--- config.mk ---
export PLATFORM = sky130hd
export DESIGN_NAME = serial_deserializer
export DESIGN_NICKNAME = d
export VERILOG_FILES = /design/src/rtl/serial_deserializer.sv
export SDC_FILE = /design/constraint.sdc
export NUM_CORES = 1
export LEC_CHECK = 0
export BUFFER_PORTS_ARGS = -buffer_cell sky130_fd_sc_hd__buf_2
export CAP_MARGIN = 20
export CORE_UTILIZATION = 25
export CTS_BUF_LIST = sky130_fd_sc_hd__clkbuf_8 sky130_fd_sc_hd__clkbuf_16
export CTS_CLUSTER_DIAMETER = 50
export CTS_CLUSTER_SIZE = 24
export DETAILED_ROUTE_END_ITERATION = 10
export HOLD_SLACK_MARGIN = 0.1
export PLACE_DENSITY = 0.52
export SYNTH_ARGS = -nofsm -noshare
export SYNTH_HDL_FRONTEND = slang
export SYNTH_SLANG_ARGS = --single-unit
--- constraint.sdc ---
create_clock -name clk -period 1.6 [get_ports clk]
set_input_delay 0.24 -clock clk [delete_from_list [all_inputs] [get_ports clk]]
set_output_delay 0.24 -clock clk [all_outputs]
set_load 0.005 [all_outputs]
--- src/rtl/serial_deserializer.sv ---
`default_nettype none
// ============================================================================
//  Module      : serial_deserializer
//  Description : Serial-to-parallel capture stage. Samples one serial bit per
//                qualified clock (sin_valid), assembles WIDTH-bit words and
//                hands each completed word off through a valid/ready holding
//                register. A sticky overrun flag records any completed word
//                that had to be dropped because the holding register was busy.
//  Ports       : clk        - rising-edge clock
//                rst        - synchronous reset, active-high
//                sin        - serial data bit
//                sin_valid  - sin is sampled on this edge when high
//                pout       - assembled word (holding register)
//                pout_valid - pout holds an unconsumed word
//                pout_ready - consumer accepts pout when pout_valid is high
//                bit_cnt    - bits currently held in the shift register
//                overrun    - sticky dropped-word flag
//                clr_ovr    - synchronous clear of overrun
//  Revision    : 1.0 - initial release
// ============================================================================
module serial_deserializer #(
    parameter int WIDTH     = 8,
    parameter bit MSB_FIRST = 1'b1
) (
    input  logic                       clk,
    input  logic                       rst,
    input  logic                       sin,
    input  logic                       sin_valid,
    output logic [WIDTH-1:0]           pout,
    output logic                       pout_valid,
    input  logic                       pout_ready,
    output logic [$clog2(WIDTH+1)-1:0] bit_cnt,
    output logic                       overrun,
    input  logic                       clr_ovr
);

    localparam int                 C_CNT_W = $clog2(WIDTH + 1);
    localparam logic [C_CNT_W-1:0] C_LAST  = C_CNT_W'(WIDTH - 1);
    localparam logic [C_CNT_W-1:0] C_ONE   = C_CNT_W'(1);

    logic [WIDTH-1:0] r_shift;
    logic [WIDTH-1:0] w_next_shift;
    logic             w_complete;
    logic             w_free;

    // Shift register contents with this edge's bit included; on a completing
    // edge this is exactly the finished word.
    always_comb begin
        w_next_shift = r_shift;
        if (MSB_FIRST) begin
            w_next_shift = {r_shift[WIDTH-2:0], sin};
        end else begin
            w_next_shift = {sin, r_shift[WIDTH-1:1]};
        end
    end

    assign w_complete = sin_valid && (bit_cnt == C_LAST);
    // Holding register can take a new word if empty or being drained this edge.
    assign w_free     = !pout_valid || pout_ready;

    always_ff @(posedge clk) begin
        if (rst) begin
            r_shift    <= '0;
            bit_cnt    <= '0;
            pout       <= '0;
            pout_valid <= 1'b0;
            overrun    <= 1'b0;
        end else begin
            if (sin_valid) begin
                r_shift <= w_next_shift;
                bit_cnt <= w_complete ? '0 : bit_cnt + C_ONE;
            end

            if (w_complete && w_free) begin
                pout       <= w_next_shift;
                pout_valid <= 1'b1;
            end else if (pout_valid && pout_ready) begin
                pout_valid <= 1'b0;
            end

            // A fresh drop takes priority over a simultaneous clear.
            if (w_complete && !w_free) begin
                overrun <= 1'b1;
            end else if (clr_ovr) begin
                overrun <= 1'b0;
            end
        end
    end

endmodule
`default_nettype wire

# After elaboration in Yosys (flattened, before gate mapping)
# Index checks and enable logic that the tools add are counted.
[totals]
register_bits = 21
latch_bits = 0
ram_bits = 0
mem_bits_ro = 0
input_bits = 6
out_inout_bits = 14
word_cells = 21
mem_count = 0
[op_classes]
n_addsub = 1
n_mul = 0
div_mod_pow = 0
magnitude_cmp = 0
n_eq_ne = 1
n_shift = 0
muxes = 5
bitwise_logic = 0
reduce_logical = 9
[ops]
columns = ["operator", "count"]
rows = [
  ["$add 4x1->4 const B", 1],
  ["$eq 4x3->1 const B", 1],
  ["$logic_and 1x1->1", 4],
  ["$mux 1", 4],
  ["$mux 4", 1],
  ["$reduce_bool 2->1", 2],
  ["$logic_not 1->1", 2],
  ["$logic_or 1x1->1", 1],
]

# Depth between registers and ports, before layout
# Gate-level depths: netlist of run 1.
[depth]
word_depth = 5
depth_mapped = 5
ltp_nobuf = 4

# Worst setup path after synthesis of run 1
# Ideal clock, no wire load.
[synth_path]
path_kind = "register to register"
from = "register bit_cnt[0]"
to = "register pout[0]"
setup_ns = 0.072
arrival_ns = 1.161
t_required_ns = 1.528
setup_slack_ns = 0.367
stages_incl_launch_ff = 6
n_path_buf = 1
synth_period_minus_slack_ns = 1.233
path_cell_list = "dfxtp_1 > ha_1 > nand4b_2 > nor2b_2 > buf_6 > mux2i_1"
[synth_between]
elab_chain_cells = 3
[synth_rtl]
columns = ["element", "line_no", "source"]
rows = [
  ["start, declared", "32", "output logic [$clog2(WIDTH+1)-1:0] bit_cnt,"],
  ["start signal, assigned", "71", "bit_cnt <= w_complete ? '0 : bit_cnt + C_ONE;"],
  ["$eq 4x3->1", "57", "assign w_complete = sin_valid && (bit_cnt == C_LAST);"],
  ["$logic_and 1x1->1", "57", ""],
  ["$logic_and 1x1->1", "74", "if (w_complete && w_free) begin"],
  ["end signal, assigned", "75", "pout <= w_next_shift;"],
  ["end, declared", "29", "output logic [WIDTH-1:0] pout,"],
]
# No other way between the ends.
# A chain may end at the register's enable or synchronous reset.

# Worst setup path after layout of run 1
[layout_path]
from = "register bit_cnt[0]"
to = "register pout[6]"
# Same word-level chain as after synthesis.

==> results.md, run 1 <==
- Die area: 0.00369 sq mm
- Final Cycle Share: 85.6%
- Most common cell after layout, fill and taps aside: sky130_fd_sc_hd__dfxtp_1
- Number of search-and-repair iterations in the first detailed-routing pass: 4
- Vertical extent of the die: 60.7 um
- Final routed wirelength across all metal layers: 1.44 mm
- Setup Skew: 0.00248 ns
- Wire length of the first global-routing pass: 2.49 mm
- Core ar.: 0.00315 sq mm
- Grt peak-use layer: met2
- Antenna Diode Count: 0
- Clock tree from TritonCTS: done
- Std cell rows: 20
- Wirelength per Cell: 9.72 um
- Reg clk slew, reported paths: 0.07 ns
- Total number of vias: 609
- Maximum resistive drop on vdd: 0.248 mV
- Hold slack final: 0.255 ns
- Share of synthesized area occupied by flip-flops and latches: 48.8%
- Hold/Removal Path Class: primary input to register
- Final estimated routing congestion in global placement: 0.710
- Fraction of met3 tracks used by global routing: 1.92%
- DRC violation count after routing: 0
- Number of H-tree levels: 1
- Result of the run: completed
- Post-synthesis share of cell area spent on and, or, nand and nor gates: 23.7%
- Transition time of the tightest slew-check pin: 0.405 ns
- Synth Instances: 84
- Overall Power: 0.926 mW
- Adder and majority cell fraction of the synthesized area: 1.45%
- Number of nets with antenna violations after routing: 0
- Vias in the first global route: 557
- Pin count of the biggest net entering global routing: 30
- Floorplan die width: 60.7 um
- Overall routing resource usage: 9.48%
- Count of cell types in the netlist: 20
- Initial drt markers: 24
- Fraction of layout instances using a drive strength above 1: 26.0%
- Crit path capture type: register
- Achievable frequency: 0.730 GHz
- Post-CTS setup buffer count: 0
- Via density per instance: 4.11
- Shortest clock period the worst path allows after layout: 1.37 ns
- Headroom to the max-slew limit: 73.0%
- Worst EP required: 1.79 ns
- Met1 routing resource usage after global routing: 12.3%
- Met2 routing resource usage after global routing: 14.0%
- Post-synthesis compound-gate area fraction: 2.47%
- Power per cell area: 888 mW/mm^2
- Data arrival at the endpoint of the critical path: 1.56 ns
- Overall overflow remaining after global route: 0
- Highest-count cells in the layout ignoring fill and taps: 21 x sky130_fd_sc_hd__dfxtp_1, 19 x sky130_fd_sc_hd__buf_2, 18 x sky130_fd_sc_hd__nand2b_1
- Static leakage: 0.442 nW
- Yosys synthesis warning count: 0
- Type of the worst setup path: register to register
- Total count of max-transition violations in the final report: 0
- Combinational family with the most area after synthesis: simple AND/OR/NAND/NOR gates
- RSZ-0062 raised after global routing: false
- Total setup violations reported at the end of the flow: 0
- PostCTS Resize Cnt: 0
- Post-cts hold buffer count: 0
- Seq cells post-synth: 21
- Largest driver fanout on the critical path: 8
- Root cell of the clock tree: sky130_fd_sc_hd__clkbuf_8
- Effective utilization at floorplan: 27.3%
- Mean post-synth cell area: 10.3 sq um
- Maximum Capacitance Violations: 0
- Synthesis-to-finish area growth: 20.9%
- Finished Cell Area: 0.00104 sq mm
- Sinks on the clock net: 21
- Final #Nets: 112
- Final HPWL DP: 1.06 mm
- Cell Area, Placed: 996 sq um
- Area share of xor/xnor cells in the synthesized design: 1.02%
- Count of boundary I/O pins: 20
- Worst-Skew Late Latency: 0.26 ns
- TritonCTS buffer count: 3
- Post-Syn Area: 862 sq um
- Setup total negative slack: 0 ns
- Number of failing hold endpoints at the final stage: 0
- Multiplexer share of the synthesized area: 18.6%
- IO Port Bufs: 19
- Maximum buffer depth of the clock tree: 2
- Syn_nets: 91
- Initial antenna violation count: 0
- Kind of launch point of the worst setup path: register
## registers in the layout, summed over array words and instances (netlist names)
register	count
pout_valid	1
r_shift	7
overrun	1
pout	8
bit_cnt	4
## cells by family (layout without fill, tap and decap cells)
kind of cell,count (synthesis),in the layout
and+or+nand+nor,35,35
DFF,21,21
muxes,16,16
buffers and inverters,6,26
AOI/OAI and AO/OA,4,4
adders and majority gates,1,1
xor gates and xnor gates,1,1
## per-stage QoR
step / worst slack [ns] / utilization [%] / std cells
floorplan: 0.367 / - / 84
global placement: 0.283 / 31.6 / 144
detailed placement: 0.236 / 31.6 / 144
CTS: 0.212 / 33.1 / 148
global route: 0.0780 / 33.1 / 148
finish: 0.230 / 33.1 / 148
## where the power goes
group,switching [mW],internal [mW],total [mW]
Sequential,0.00678,0.529,0.536
Combinational,0.0251,0.0263,0.0514
Clock,0.165,0.173,0.338
Total,0.197,0.729,0.926
## per-layer routing
| layer | vias up | part of all wire (%) |
|---|---|---|
| met3 | 2 | 2.7 |
| met4 | 0 | 1.9 |
| met1 | 278 | 50 |
| met5 | - | 0 |
| li1 | 320 | - |
| met2 | 9 | 46 |
## layout make-up
type	count	area, sq um
fill	340	2110
clock buffer	3	41.3
timing repair buffer	21	110
clock inverter	1	5.00
inverter	1	3.75
sequential	21	420
multi-input combinational	57	407
tap	44	55.1
## critical path, cell delays in order, from the launching register on
cell                       delay (ns)
sky130_fd_sc_hd__dfxtp_1         0.39
sky130_fd_sc_hd__ha_1            0.23
sky130_fd_sc_hd__nand4b_2        0.17
sky130_fd_sc_hd__nor2b_2         0.13
sky130_fd_sc_hd__buf_4           0.19
sky130_fd_sc_hd__mux2i_1         0.19
## synth_stat cells
cell | number | area share (%)
sky130_fd_sc_hd__inv_1 | 1 | 0.43
sky130_fd_sc_hd__nand3b_1 | 1 | 0.87
sky130_fd_sc_hd__or3_1 | 1 | 0.73
sky130_fd_sc_hd__o22ai_1 | 1 | 0.73
sky130_fd_sc_hd__buf_4 | 1 | 0.87
sky130_fd_sc_hd__clkbuf_1 | 2 | 0.87
sky130_fd_sc_hd__buf_2 | 1 | 0.58
sky130_fd_sc_hd__nand4_1 | 1 | 0.73
sky130_fd_sc_hd__ha_1 | 1 | 1.5
sky130_fd_sc_hd__dfxtp_1 | 21 | 49
sky130_fd_sc_hd__a21oi_1 | 3 | 1.7
sky130_fd_sc_hd__mux2i_1 | 16 | 19
sky130_fd_sc_hd__nor2_1 | 9 | 3.9
sky130_fd_sc_hd__xor2_1 | 1 | 1.0
sky130_fd_sc_hd__nor2b_1 | 1 | 0.73
sky130_fd_sc_hd__nand2b_1 | 18 | 13
sky130_fd_sc_hd__nand2_1 | 2 | 0.87
sky130_fd_sc_hd__buf_6 | 1 | 1.3
sky130_fd_sc_hd__nor2b_2 | 1 | 1.0
sky130_fd_sc_hd__nand4b_2 | 1 | 1.7
## path summary, 6_finish.rpt
kind              start         end  slack (ns)  depth (start not counted)
min                 sin  r_shift[0]        0.26                          3
max          bit_cnt[0]     pout[6]        0.23                          5
min reg2reg     pout[0]     pout[0]        0.47                          2
max reg2reg  bit_cnt[0]     pout[6]        0.23                          5
No activity file was read; power rests on OpenSTA's default activity.
==> inputs of run 2 (changes only) <==
MAX_ROUTING_LAYER = met4   (was not set)
==> results.md, run 2 (synthesis results as in run 1) <==
- Max reg flops: 8
- Post-cts hold buffer count: 0
- Effective utilization at floorplan: 27.3%
- Shortest clock period the worst path allows after layout: 1.37 ns
- Kind of launch point of the worst setup path: register
- Transition time of the tightest slew-check pin: 0.405 ns
- TritonCTS buffer count: 3
- Share of power burned in the clock network: 36.5%
- Power per cell area: 888 mW/mm^2
- Reg clk slew, reported paths: 0.07 ns
- Final routed wirelength across all metal layers: 1.44 mm
- Clock tree from TritonCTS: done
- Max incr delay on CP: 0.39 ns
- Cell depth of the worst min-delay path: 3
- Initial drt markers: 24
- Kind of cell adding the most delay to the critical path: flip-flops
- Count of buffer and inverter cells on the critical path: 1
- Die area: 0.00369 sq mm
- RSZ-0062 raised after global routing: false
- Headroom to the max-slew limit: 73.0%
- Final HPWL DP: 1.06 mm
- Final #Nets: 112
- Internal power of the cells: 0.729 mW
- Result of the run: completed
- Achievable frequency: 0.730 GHz
- DRC violation count after routing: 0
- Worst EP required: 1.79 ns
- Setup slack after layout: 0.230 ns
- Antenna Diode Count: 0
- Number of H-tree levels: 1
- Sinks on the clock net: 21
- Hold/Removal Path Class: primary input to register
- Maximum buffer depth of the clock tree: 2
- Count of cell instances traversed by the critical path: 5
- Synthesis-to-finish area growth: 20.9%
- Setup total negative slack: 0 ns
- Core ar.: 0.00315 sq mm
- Most common cell after layout, fill and taps aside: sky130_fd_sc_hd__dfxtp_1
- Data arrival at the endpoint of the critical path: 1.56 ns
- Maximum resistive drop on vdd: 0.248 mV
- Number of search-and-repair iterations in the first detailed-routing pass: 4
- PostCTS Resize Cnt: 0
- Total count of max-transition violations in the final report: 0
- Hold slack final: 0.255 ns
- Fraction of layout instances using a drive strength above 1: 26.0%
- Number of nets with antenna violations after routing: 0
- Master of the slowest instance on the critical path: sky130_fd_sc_hd__dfxtp_1
- Total number of vias: 609
- Highest-count cells in the layout ignoring fill and taps: 21 x sky130_fd_sc_hd__dfxtp_1, 19 x sky130_fd_sc_hd__buf_2, 18 x sky130_fd_sc_hd__nand2b_1
- Type of the worst setup path: register to register
- Std cell rows: 20
- Sw frac: 21.3%
- Initial antenna violation count: 0
- Power dissipated by switching net loads: 0.197 mW
- Count of boundary I/O pins: 20
- Root cell of the clock tree: sky130_fd_sc_hd__clkbuf_8
- Wire length of the first global-routing pass: 2.49 mm
- Vertical extent of the die: 60.7 um
- Regs by FF count: pout (8), r_shift (7), bit_cnt (4)
- Largest driver fanout on the critical path: 8
- Via density per instance: 4.11
- Number of failing hold endpoints at the final stage: 0
- Post-Place Setup Slack: 0.236 ns
- Final Cycle Share: 85.6%
- Setup Skew: 0.00250 ns
- IO Port Bufs: 19
- Sequential share of power: 57.9%
- Series of cell instances along the critical path: ha_1 -> nand4b_2 -> nor2b_2 -> buf_4 -> mux2i_1
- Post-CTS setup buffer count: 0
- Pin count of the biggest net entering global routing: 30
- Wirelength per Cell: 9.72 um
- Worst-Skew Late Latency: 0.26 ns
- Vias in the first global route: 558
- Floorplan die width: 60.7 um
- Final estimated routing congestion in global placement: 0.718
- Register name with the most flops: pout
- Logic depth of the worst register-to-register path: 5
- Maximum Capacitance Violations: 0
- Crit path capture type: register
- Total setup violations reported at the end of the flow: 0
- Overall overflow remaining after global route: 0
- Static leakage: 0.442 nW
- Overall routing resource usage: 9.78%
- Combinational share of power: 5.5%
## run 2: worst paths after layout
check / from / to / slack [ns]
worst min-delay path: sin / r_shift[0] / 0.26
worst max-delay path: bit_cnt[0] / pout[6] / 0.23
worst max register to register: bit_cnt[0] / pout[6] / 0.23
worst min register to register: pout[0] / pout[0] / 0.47
## run 2: worst register-to-register path: cells and delay by family, from the launching register on
| family | cells | cell delay [ns] |
|---|---|---|
| flops | 1 | 0.39 |
| mux | 1 | 0.20 |
| buf+inv | 1 | 0.19 |
| fa+ha+maj | 1 | 0.23 |
| simple gates | 2 | 0.30 |
## run 2: metrics by stage
stage                     instance area, sq um  instances  utilization [%]  total power, mW
after floorplan                            862         84                -            0.584
after global placement                     996        144             31.6            0.600
after detailed placement                   996        144             31.6            0.600
after CTS                                 1040        148             33.1            0.944
after global routing                      1040        148             33.1            0.969
final                                     1040        148             33.1            0.926
## run 2: power groups by stage
stage	logic, mW	registers [mW]	clock network (mW)
2_1_floorplan	0.0363	0.548	0
3_3_place_gp	0.0522	0.548	0
3_5_place_dp	0.0519	0.549	0
4_1_cts	0.0524	0.536	0.356
5_1_grt	0.0581	0.538	0.373
6_report	0.0514	0.536	0.338
## run 2: routing by layer
| metal | wire [um] | track usage [%] |
|---|---|---|
| met5 | 0 | - |
| met4 | 27 | 6.82 |
| met3 | 39 | 1.92 |
| met2 | 658 | 14.0 |
| met1 | 714 | 12.3 |
## run 2: layout make-up
cell class | instances | area [sq um]
clock inverters | 1 | 5.00
fillers | 340 | 2110
clock buffers | 3 | 41.3
repair buffers | 21 | 110
inverters | 1 | 3.75
multi-input cells | 57 | 407
flip-flops and latches | 21 | 420
well taps | 44 | 55.1
